==> src/rtl/pmips_boot_loader_pkg.sv <==
// rtl/pmips_boot_loader_pkg.sv - shared state encodings and frame field widths for the boot loader
package pmips_boot_loader_pkg;

    localparam int CNT_W  = 16;
    localparam int WORD_W = 32;

    typedef enum logic [2:0] {
        IDLE  = 3'd0,
        HDR0  = 3'd1,
        HDR1  = 3'd2,
        LOAD  = 3'd3,
        CSUM  = 3'd4,
        DONE  = 3'd5,
        ERROR = 3'd6
    } bootState_t;

endpackage

==> src/rtl/pmips_byte_packer.sv <==
// rtl/pmips_byte_packer.sv - assembles LSB-first stream bytes into instruction words
module pmips_byte_packer #(
    parameter int BYTE_W = 8
) (
    input  logic                CLK,
    input  logic                RST,
    input  logic                clear,
    input  logic                byteValid,
    input  logic [BYTE_W-1:0]   byteData,
    output logic [1:0]          byteIdx,
    output logic [4*BYTE_W-1:0] word,
    output logic                wordValid
);

    logic [3*BYTE_W-1:0] partial;

    // The 4th byte goes straight into the word register, so wordValid is a one-cycle pulse
    // following that byte and can never repeat on consecutive cycles.
    always_ff @(posedge CLK or negedge RST) begin
        if (!RST) begin
            byteIdx   <= 2'd0;
            partial   <= '0;
            word      <= '0;
            wordValid <= 1'b0;
        end else begin
            wordValid <= 1'b0;
            if (clear) begin
                byteIdx <= 2'd0;
            end else if (byteValid) begin
                byteIdx <= byteIdx + 2'd1;
                case (byteIdx)
                    2'd0: partial[0 +: BYTE_W]        <= byteData;
                    2'd1: partial[BYTE_W +: BYTE_W]   <= byteData;
                    2'd2: partial[2*BYTE_W +: BYTE_W] <= byteData;
                    default: begin
                        word      <= {byteData, partial};
                        wordValid <= 1'b1;
                    end
                endcase
            end
        end
    end

endmodule

==> src/rtl/pmips_boot_loader.sv <==
// rtl/pmips_boot_loader.sv - framed byte-stream program loader that holds the MIPS core in reset until verified
module pmips_boot_loader
    import pmips_boot_loader_pkg::*;
#(
    parameter int ADDR_W = 8,
    parameter int BYTE_W = 8
) (
    input  logic              CLK,
    input  logic              RST,
    input  logic              start,
    input  logic [BYTE_W-1:0] rx_data,
    input  logic              rx_valid,
    output logic              rx_ready,
    output logic              imem_we,
    output logic [ADDR_W-1:0] imem_addr,
    output logic [WORD_W-1:0] imem_wdata,
    output logic              cpu_rst_n,
    output logic              busy,
    output logic              done,
    output logic              error
);

    localparam int                 MAX_WORDS_I = 1 << ADDR_W;
    localparam logic [CNT_W:0]     MAX_WORDS   = MAX_WORDS_I[CNT_W:0];

    bootState_t        state, nextState;
    logic [BYTE_W-1:0] cntLo;
    logic [BYTE_W-1:0] csum;
    logic [CNT_W-1:0]  lastIdx;
    logic [CNT_W-1:0]  hdrCount;
    logic [ADDR_W-1:0] addr;
    logic              cpuRstN;
    logic              xfer;
    logic              loadByte;
    logic              enterHdr0;
    logic              oversize;
    logic [1:0]        byteIdx;
    logic [WORD_W-1:0] word;
    logic              wordValid;

    assign hdrCount  = {rx_data, cntLo};
    // 17-bit compare so a count of exactly 2**ADDR_W stays legal and larger ones never wrap
    assign oversize  = {1'b0, hdrCount} > MAX_WORDS;
    assign xfer      = rx_valid && rx_ready;
    assign loadByte  = xfer && (state == LOAD);
    assign enterHdr0 = (nextState == HDR0) && (state != HDR0);

    always_comb begin
        nextState = state;
        rx_ready  = 1'b0;
        case (state)
            IDLE: begin
                if (start) nextState = HDR0;
            end
            HDR0: begin
                rx_ready = 1'b1;
                if (xfer) nextState = HDR1;
            end
            HDR1: begin
                rx_ready = 1'b1;
                if (xfer) begin
                    if (hdrCount == '0)  nextState = CSUM;
                    else if (oversize)   nextState = ERROR;
                    else                 nextState = LOAD;
                end
            end
            LOAD: begin
                rx_ready = 1'b1;
                // addr already equals the current word index: it advanced during earlier byte slots
                if (xfer && byteIdx == 2'd3 && CNT_W'(addr) == lastIdx) nextState = CSUM;
            end
            CSUM: begin
                rx_ready = 1'b1;
                if (xfer) nextState = (rx_data == csum) ? DONE : ERROR;
            end
            DONE, ERROR: begin
                if (start) nextState = HDR0;
            end
            default: nextState = IDLE;
        endcase
    end

    always_ff @(posedge CLK or negedge RST) begin
        if (!RST) begin
            state   <= IDLE;
            cntLo   <= '0;
            csum    <= '0;
            lastIdx <= '0;
            addr    <= '0;
            cpuRstN <= 1'b0;
        end else begin
            state   <= nextState;
            cpuRstN <= (nextState == DONE);
            if (xfer && state == HDR0) cntLo <= rx_data;
            if (xfer && state == HDR1) lastIdx <= hdrCount - 1'b1;
            if (enterHdr0) begin
                csum <= '0;
                addr <= '0;
            end else begin
                if (loadByte)  csum <= csum ^ rx_data;
                if (wordValid) addr <= addr + 1'b1;
            end
        end
    end

    pmips_byte_packer #(
        .BYTE_W(BYTE_W)
    ) u_packer (
        .CLK      (CLK),
        .RST      (RST),
        .clear    (enterHdr0),
        .byteValid(loadByte),
        .byteData (rx_data),
        .byteIdx  (byteIdx),
        .word     (word),
        .wordValid(wordValid)
    );

    assign imem_we    = wordValid;
    assign imem_addr  = addr;
    assign imem_wdata = word;
    assign cpu_rst_n  = cpuRstN;
    assign busy       = (state == HDR0) || (state == HDR1) || (state == LOAD) || (state == CSUM);
    assign done       = (state == DONE);
    assign error      = (state == ERROR);

endmodule

==> config.mk <==
export PLATFORM = sky130hd
export DESIGN_NAME = pmips_boot_loader
export DESIGN_NICKNAME = d
export VERILOG_FILES = /design/src/rtl/pmips_boot_loader_pkg.sv /design/src/rtl/pmips_byte_packer.sv /design/src/rtl/pmips_boot_loader.sv
export SDC_FILE = /design/constraint.sdc
export NUM_CORES = 1
export LEC_CHECK = 0
export CORE_UTILIZATION = 56
export CTS_CLUSTER_DIAMETER = 80
export CTS_CLUSTER_SIZE = 14
export DETAILED_ROUTE_END_ITERATION = 10
export GPL_TIMING_DRIVEN = 0
export HOLD_SLACK_MARGIN = 0.03
export PLACE_DENSITY_LB_ADDON = 0.15
export SETUP_SLACK_MARGIN = 0.1
export SKIP_LAST_GASP = 1
export SLEW_MARGIN = 20
export SYNTH_ARGS = -nofsm -noshare
export SYNTH_HDL_FRONTEND = slang
export SYNTH_HIERARCHICAL = 1
export SYNTH_SLANG_ARGS = --single-unit
==> constraint.sdc <==
create_clock -name CLK -period 2.9 [get_ports CLK]
set_input_delay 0.58 -clock CLK [delete_from_list [all_inputs] [get_ports CLK]]
set_output_delay 0.58 -clock CLK [all_outputs]
set_load 0.02 [all_outputs]
### Word level (Yosys, flattened, before mapping)

Index checks and enable logic that the tools add are counted.

* logic and storage cells: 74
* flip-flop bits (word level): 103

* $add $sub $neg: 3
* order comparisons: 1
* reduce and logical (&&, ||, !) cells: 22
* equal/unequal tests: 14
* multiplexer cells: 19
* bitwise gates (word level): 3

Operator list (count)
* 8-bit two-way mux: 4
* 3-bit two-way mux: 7
* 8-bit by 16-bit == test with 1-bit output: 1
* 16-bit by 9-bit > comparator with 1-bit output, second input constant: 1
* 16-bit zero test: 1
* 16-bit by 1-bit subtractor with 16-bit output, second input constant: 1
* 3-bit case mux with 5 select lines: 1
* 3-bit == test, second input constant: 4
* 3-bit AND reduction: 4
* 8-bit by 1-bit adder with 8-bit output, second input constant: 1
* 8-bit == test: 1
* 8-bit XOR: 1
* 1-bit logical AND: 7
* 3-bit by 1-bit == test with 1-bit output, second input constant: 2
* 3-bit by 2-bit == test with 1-bit output, second input constant: 2
* 2-bit two-way mux: 3
* 3-bit OR reduction: 2
* 2-bit == test, second input constant: 2
* 1-bit two-way mux: 4
* 2-bit nonzero test: 2
* 4-bit OR reduction: 1
* 3-bit zero test: 1
* 1-bit logical OR: 3
* 3-bit by 1-bit inequality test with 1-bit output, second input constant: 1
* other kinds (4): 5

### Logic depth before layout (Yosys ltp)

Gate-level depths: netlist of run 1.

* depth after elaboration: 12
* mapped depth: 10
* depth with buffers taken out: 8

### By module

The synthesis of run 1 kept the hierarchy.

By module, submodules not included
* pmips_boot_loader: seq. area each 1101.1 sq um, times used 1, cells an instance 260, area each 2543.7 sq um
* pmips_byte_packer: seq. area each 1476.4 sq um, times used 1, cells an instance 134, area each 2398.6 sq um

### Least setup slack after synthesis of run 1

Ideal clock, no wire load.

* kind: input -> register
* start: in rx_data[2]
* end: reg u_packer.word[10]
* stages: 9
* buffers on the path: 2
* setup time: 0.125 ns
* setup slack: 0.156 ns
* required time: 2.775 ns
* arrival time: 2.619 ns
* cell sequence: buf_2 -> nor3_2 -> nand3b_1 -> o41a_1 -> a21oi_4 -> and2_1 -> nand3b_4 -> buf_6 -> mux2_4

* cells in the longest elaborated chain, start to end: 9
* elaborated cells on any way between the ends: 13
* classes of those cells: 1 x order compare; 2 x eq/ne; 6 x mux; 1 x bitwise; 3 x reduce/logical

RTL lines
* from (decl): RTL line pmips_boot_loader.sv:11 `input logic [BYTE_W-1:0] rx_data,`
* 16-bit by 9-bit > comparator with 1-bit output: RTL line pmips_boot_loader.sv:43 `assign oversize = {1'b0, hdrCount} > MAX_WORDS;`
* 3-bit two-way mux: RTL line pmips_boot_loader.sv:63 `else if (oversize) nextState = ERROR;`
* 3-bit two-way mux: RTL line pmips_boot_loader.sv:62 `if (hdrCount == '0) nextState = CSUM;`
* 3-bit two-way mux: RTL line pmips_boot_loader.sv:61 `if (xfer) begin`
* 3-bit case mux with 5 select lines *: RTL line pmips_boot_loader.sv:51 `case (state)`
* 3-bit by 1-bit == test with 1-bit output *: RTL line pmips_boot_loader.sv:46 `assign enterHdr0 = (nextState == HDR0) && (state != HDR0);`
* 1-bit logical AND *: RTL line pmips_boot_loader.sv:46
* net enterHdr0: RTL line pmips_boot_loader.sv:35 `logic enterHdr0;`
* 1-bit NOT (no line) *
* 3-bit AND reduction (no line) *
* to (signal assigned): RTL line pmips_byte_packer.sv:36 `word <= {byteData, partial};`
* to (decl): RTL line pmips_byte_packer.sv:11 `output logic [4*BYTE_W-1:0] word,`

Mark *: on every way through the listed nets, which the timed path passes. The rest lies on a longest branch.
A chain may end at the register's enable or synchronous reset.

### Worst setup path after layout of run 1

* start: in rx_data[4]
* end: reg u_packer.word[2]

The elaborated chain is that of the path after synthesis.

==> impl_results.md, run 1 <==
* F_max at 368 MHz
* Die area at between 9000 and 10000 µm²
* Max Buffers Root-to-Sink at 2
* Clock Skew at between 0.01 and 0.015 ns
* Core area at 8380 µm²
* Initial antenna violation count at 0
* Latest clock arrival within the worst-skew pair at between 0.3 and 0.4 ns
* Status: finished, final reports clean
* Ys Warns at 6
* Hold Slack at around 0.51 ns
* Die height at roughly 96 µm
* CP Capture Type: flop
* CTS HTree Levels at 3
* Crit Path Class: in -> reg
* Total number of vias at about 3300
* Total Power at between 4 and 5 mW
* P&R area growth vs syn at 21.4%
* IO buf count at 57
* CTS tree: done
* Final setup viols at 0
* Worst Max-Slew Pin Slew at roughly 0.60 ns
* Pwr dens at slightly above 800 nW/µm²
* Synth top area share at 0.522
* Finished Layout Cells at 580
* Syn nets at approximately 410
* Post-DP Area at 5670 µm²
* Mapped Area at just under 5000 µm²
* Final Hold Fails at 0
* VDD IR max at 0.453 mV
* Final TNS setup at 0 ns
* Vias in the first global route at between 3000 and 4000
* Gpl congestion at approximately 0.84
* Main flop type after synthesis: dfrtp_1
* Period utilization at 0.937
* RSZ-0062 raised after global routing: no
* Die boundary width at 95.9 µm
* Static leakage at around 2.8 nW
* Yosys reg bits at ~100
* CP arrival at between 2 and 3 ns
* Clk sinks at slightly above 100
* Congestion Overflow GR at 0
* Highest net fanout along the worst path at 10
* Vias per std cell at between 5 and 6
* WL final at approximately 11000 µm
* Period minus WS final at between 2 and 3 ns
* Gr usage total at 0.255
* Post-synth EDFFs at 0
* Max-slew violations at 0
* Largest net degree at the start of global routing at 84
* 1st-iter DRT viols at approximately 150
* Worst Path Required at 3.16 ns
* Routed wire per std cell at roughly 18 µm
* Nets@finish at 489
* CTS root buf: clkbuf_8
* Worst hold path type: reg -> reg
* Most frequent cells in the layout: dfrtp_1 (103), clkdlybuf4s50_1 (48), mux2_2 (34)
* Post-route ant nets at 0
* Cell Count Post-Placement at about 560
* Crit path launch type: input port
* First-pass GRT wire length at about 17000 µm
* Cell Rows at 33
* CTS clk-pin slew, worst paths at approximately 0.10 ns
* Avg Cell Area, Syn at between 10 and 15 µm²
* Layout cells sized above 1 at 0.257
* Distinct cells, synth at 47
* Max-cap violations at 0
* Synth Instances at just under 400
* # IOs at 58
* Total CTS buffers at 9
* Sequential element share of the synthesized area at 0.522
* N_diodes at 0
* Top cells by area, synth: dfrtp_1 (52%), mux2_4 (8.8%), mux2_2 (7.7%)
* Asr flop ratio synth at 1.00
* Cell taking the most area after synthesis: dfrtp_1
* Detailed Place HPWL at 7030 µm
* # DRC at 0
* Initial Util at 0.590
* Most common cell after layout, fill and taps aside: dfrtp_1
* Relative slew slack at 0.602
* Design Area, Final at roughly 6000 µm²
* Initial DRT Pass Iterations at 4
[sequential cells by signal (all words and copies together) (netlist names)]
signal	cells
cntLo	8
lastIdx	16
u_packer/word	32
u_packer/wordValid	1
u_packer/byteIdx	2
imem_addr	8
state	3
cpu_rst_n	1
csum	8
u_packer/partial	24
[metal layers]
layer | part of all wire | GRT usage | vias up
li1 | - | - | 1530
met3 | 0.054 | 0.0632 | 11
met4 | 0.012 | 0.0721 | 0
met5 | 0 | 0 | -
met2 | 0.48 | 0.404 | 87
met1 | 0.45 | 0.351 | 1682
[final timing paths]
check / from / depth (start not counted) / end / slack (ns)
worst min register to register: u_packer/partial[16] / 1 / u_packer/word[16] / 0.51
worst min-delay path: u_packer/partial[16] / 1 / u_packer/word[16] / 0.51
worst max register to register: state[2] / 9 / u_packer/partial[18] / 0.26
max in group asynchronous: RST / 3 / state[2] / 1.64
worst max-delay path: rx_data[4] / 9 / u_packer/word[2] / 0.18
min in group asynchronous: RST / 2 / u_packer/word[12] / 0.61
[cell usage after synthesis, types with 4 or more instances]
cell      instances
o21ai_0           7
nand2_1          20
dfrtp_1         103
mux2_2           34
mux2_4           29
ha_1              7
xnor2_1          12
inv_1             9
a21oi_2          10
xor2_1           33
nand4_1           7
nor2_1           22
buf_6             4
and3_1            5
clkbuf_1         10
a21oi_1          22
nor3_1            7
[power by group]
group          leakage (nW)  switching (mW)  total [mW]  internal [mW]
registers              1.35           0.323        2.19           1.87
logic                  1.38           0.956        1.80          0.840
clock network         0.105           0.519       0.954          0.435
[through the flow]
step                      setup slack, ns   util
after CTS                           0.106  0.711
final                               0.183  0.716
after floorplan                     0.156      -
after detailed placement           -0.905  0.677
after global routing               0.0782  0.716
after global placement              -2.57  0.673
[cell families after synthesis]
family / synth area share
muxes: 0.170
buffers and inverters: 0.0306
adders and majority gates: 0.0177
and+or+nand+nor: 0.112
xor gates and xnor gates: 0.0797
DFF: 0.522
AOI/OAI and AO/OA: 0.0691
[area by class of cell]
type	instances	area (µm²)
clock buffer	10	138
clock inverter	6	75.1
timing repair buffer	65	652
buffer	20	148
fill	592	2380
sequential	103	2580
multi-input combinational	262	2240
tap	105	131
inverter	9	33.8
[what timing repair did]
action,in CTS,in global routing
setup endpoints to repair,57,58
hold endpoints to repair,5,0
pin swaps,2,3
gates resized for setup,16,13
hold buffers,1,0
setup buffers,4,2
[critical path, cell delays in order]
cell and delay [ns]:
dlygate4sd2_1 0.43, nor3_4 0.30, nand3b_1 0.17, o41a_1 0.47, a21oi_4 0.14, and2_4 0.19
nand3b_4 0.19, buf_8 0.19, mux2_4 0.31
No activity file was read; power rests on OpenSTA's default activity.
==> run 2, diff against run 1 <==
--- a/config.mk
+++ b/config.mk
@@ -5,13 +5,13 @@
 export SDC_FILE = /design/constraint.sdc
 export NUM_CORES = 1
 export LEC_CHECK = 0
+export ABC_CLOCK_PERIOD_IN_PS = 2900
 export CORE_UTILIZATION = 56
 export CTS_CLUSTER_DIAMETER = 80
 export CTS_CLUSTER_SIZE = 14
 export DETAILED_ROUTE_END_ITERATION = 10
-export GPL_TIMING_DRIVEN = 0
 export HOLD_SLACK_MARGIN = 0.03
-export PLACE_DENSITY_LB_ADDON = 0.15
+export PLACE_DENSITY = 0.8
 export SETUP_SLACK_MARGIN = 0.1
 export SKIP_LAST_GASP = 1
 export SLEW_MARGIN = 20
==> impl_results.md, run 2 (synthesis results as in run 1) <==
* Status: finished, final reports clean (unchanged)
* Latest clock arrival within the worst-skew pair at 0.38 ns (was 0.37 ns)
* Relative slew slack at 0.668 (was 0.602)
* F_max at 371 MHz (was 368 MHz)
* Max-cap violations at 0 (unchanged)
* Largest Register: u_packer/word (unchanged)
* Worst r2r src: cntLo[5] (was state[2])
* Worst path depth at 9 (unchanged)
* Routed wire per std cell at 18.2 µm (about the same)
* Detailed Place HPWL at 7750 µm (was 7030 µm)
* Layout cells sized above 1 at 0.281 (was 0.257)
* Initial Util at 0.590 (unchanged)
* Most common cell after layout, fill and taps aside: dfrtp_1 (unchanged)
* Initial antenna violation count at 0 (unchanged)
* Period minus WS final at 2.70 ns (was 2.72 ns)
* Vias in the first global route at 3476 (was 3343)
* Final Hold Fails at 0 (unchanged)
* CTS HTree Levels at 3 (unchanged)
* Static leakage at 2.89 nW (was 2.83 nW)
* Max stage delay on crit path at 0.51 ns (was 0.47 ns)
* Worst R2R Path Depth at 8 (was 9)
* Final setup viols at 0 (unchanged)
* Worst Path Required at 3.17 ns (was 3.16 ns)
* 1st-iter DRT viols at 173 (was 149)
* Die boundary width at 95.9 µm (unchanged)
* P&R area growth vs syn at 22.9% (was 21.4%)
* Sw Pwr at 1.78 mW (was 1.80 mW)
* Core area at 8380 µm² (unchanged)
* Clock Skew at 0.0157 ns (was 0.0114 ns)
* Total number of vias at 3345 (was 3310)
* Clock power share at 0.206 (was 0.193)
* Seq pwr share at 0.456 (was 0.444)
* Max-slew violations at 0 (unchanged)
* Die area at 9210 µm² (unchanged)
* Post-route ant nets at 0 (unchanged)
* Most frequent cells in the layout: dfrtp_1 (103), clkdlybuf4s50_1 (56), buf_4 (36) (was dfrtp_1 (103), clkdlybuf4s50_1 (48), mux2_2 (34))
* Clk sinks at 103 (unchanged)
* Total CTS buffers at 9 (unchanged)
* Slowest cell on the critical path: clkdlybuf4s50_1 (was o41a_1)
* Sw Share at 0.358 (was 0.364)
* CP delay by family, top: simple AND/OR/NAND/NOR gates (unchanged)
* CTS Hold Bufs at 0 (was 1)
* Largest regs: u_packer/word x32, u_packer/partial x24, lastIdx x16 (unchanged)
* Crit path launch type: input port (unchanged)
* Initial DRT Pass Iterations at 4 (unchanged)
* Final TNS setup at 0 ns (unchanged)
* Combinational power share at 0.338 (was 0.364)
* CP Capture Type: flop (unchanged)
* Cell internal pwr at 3.19 mW (was 3.14 mW)
* Total Power at 4.97 mW (was 4.94 mW)
* Pwr dens at 818 nW/µm² (was 824 nW/µm²)
* Cell Rows at 33 (unchanged)
* Max reg flops at 32 (unchanged)
* Gr usage total at 0.258 (was 0.255)
* # IOs at 58 (unchanged)
* WL final at 10700 µm (was 10500 µm)
* # DRC at 0 (unchanged)
* CP bufs+invs at 2 (unchanged)
* CTS tree: done (unchanged)
* CTS root buf: clkbuf_8 (unchanged)
* FF-to-FF setup slack at 0.26 ns (about the same)
* IO buf count at 57 (unchanged)
* Nets@finish at 498 (was 489)
* VDD IR max at 0.524 mV (was 0.453 mV)
* Max Buffers Root-to-Sink at 2 (unchanged)
* CTS clk-pin slew, worst paths at 0.11 ns (was 0.10 ns)
* Gpl congestion at 0.921 (was 0.844)
* Largest net degree at the start of global routing at 51 (was 84)
* Crit-path cells: clkdlybuf4s50_1, nor3_2, nand3b_1, o41a_1, a21oi_4, and2_1, buf_4, nand3b_2, mux2_2 (was dlygate4sd2_1, nor3_4, nand3b_1, o41a_1, a21oi_4, and2_4, nand3b_4, buf_8, mux2_4)
* N_diodes at 0 (unchanged)
* CP arrival at 2.97 ns (was 2.98 ns)
* Die height at 95.9 µm (unchanged)
* Worst hold path type: in -> async (was reg -> reg)
* Highest net fanout along the worst path at 8 (was 10)
* RSZ-0062 raised after global routing: yes (was no)
* Congestion Overflow GR at 0 (unchanged)
* Crit Path Class: in -> reg (unchanged)
* Worst Max-Slew Pin Slew at 0.498 ns (was 0.597 ns)
* Period utilization at 0.929 (was 0.937)
* Vias per std cell at 5.68 (was 5.71)
* First-pass GRT wire length at 17500 µm (was 17100 µm)
* Worst setup startpoint: rx_data[4] (unchanged)
[run 2: cell count changes in the layout (fill, tap and decap cells not counted), moves of 3 or more]
cell	change
clkdlybuf4s50_1	+8
clkbuf_2	-3
dlygate4sd2_1	-6
clkbuf_1	-6
buf_8	-3
buf_4	+27
[run 2: worst paths after layout]
path                                        to
setup / recovery           u_packer/partial[0]
hold / removal                u_packer/word[4]
setup reg to reg           u_packer/partial[0]
hold reg to reg              u_packer/word[15]
max in group asynchronous            cpu_rst_n
min in group CLK             u_packer/word[15]
[run 2: layer usage]
metal,track usage,wire [µm]
met1,0.341,4800
met2,0.411,5170
met3,0.0600,460
met4,0.107,295
met5,0,0
[run 2: metrics by stage]
| step | area, µm² | std cells | util | hold slack [ns] | setup WS (ns) |
|---|---|---|---|---|---|
| after detailed placement | 5830 | 573 | 0.695 | 0.495 | -0.167 |
| after global routing | 6070 | 589 | 0.724 | 0.145 | 0.0990 |
| after global placement | 5830 | 573 | 0.695 | 0.486 | -0.102 |
| final | 6070 | 589 | 0.724 | 0.127 | 0.205 |
| after CTS | 6060 | 589 | 0.723 | 0.132 | 0.219 |
| after floorplan | 4940 | 394 | - | 0.284 | 0.156 |
[run 2: power by group through the flow]
stage	clock [mW]	sequential [mW]	combinational, mW
after CTS	1.04	2.26	1.67
after floorplan	0	2.16	1.22
final	1.02	2.26	1.68
after global placement	0	2.25	1.61
after detailed placement	0	2.28	1.65
after global routing	1.10	2.32	1.84
[run 2: repair_timing]
| item | 4_1_cts | 5_1_grt |
|---|---|---|
| setup buffers | 0 | 0 |
| gates resized for setup | 0 | 1 |
| endpoints found under the setup margin | 0 | 5 |
| endpoints found under the hold margin | 0 | 0 |
[run 2: area by class of cell]
| class | count | area, µm² |
|---|---|---|
| Clock inverter | 7 | 113 |
| Sequential cell | 103 | 2580 |
| Multi-Input combinational cell | 262 | 2220 |
| Tap cell | 105 | 131 |
| Inverter | 9 | 33.8 |
| Timing Repair Buffer | 94 | 871 |
| Fill cell | 553 | 2310 |
| Clock buffer | 9 | 124 |
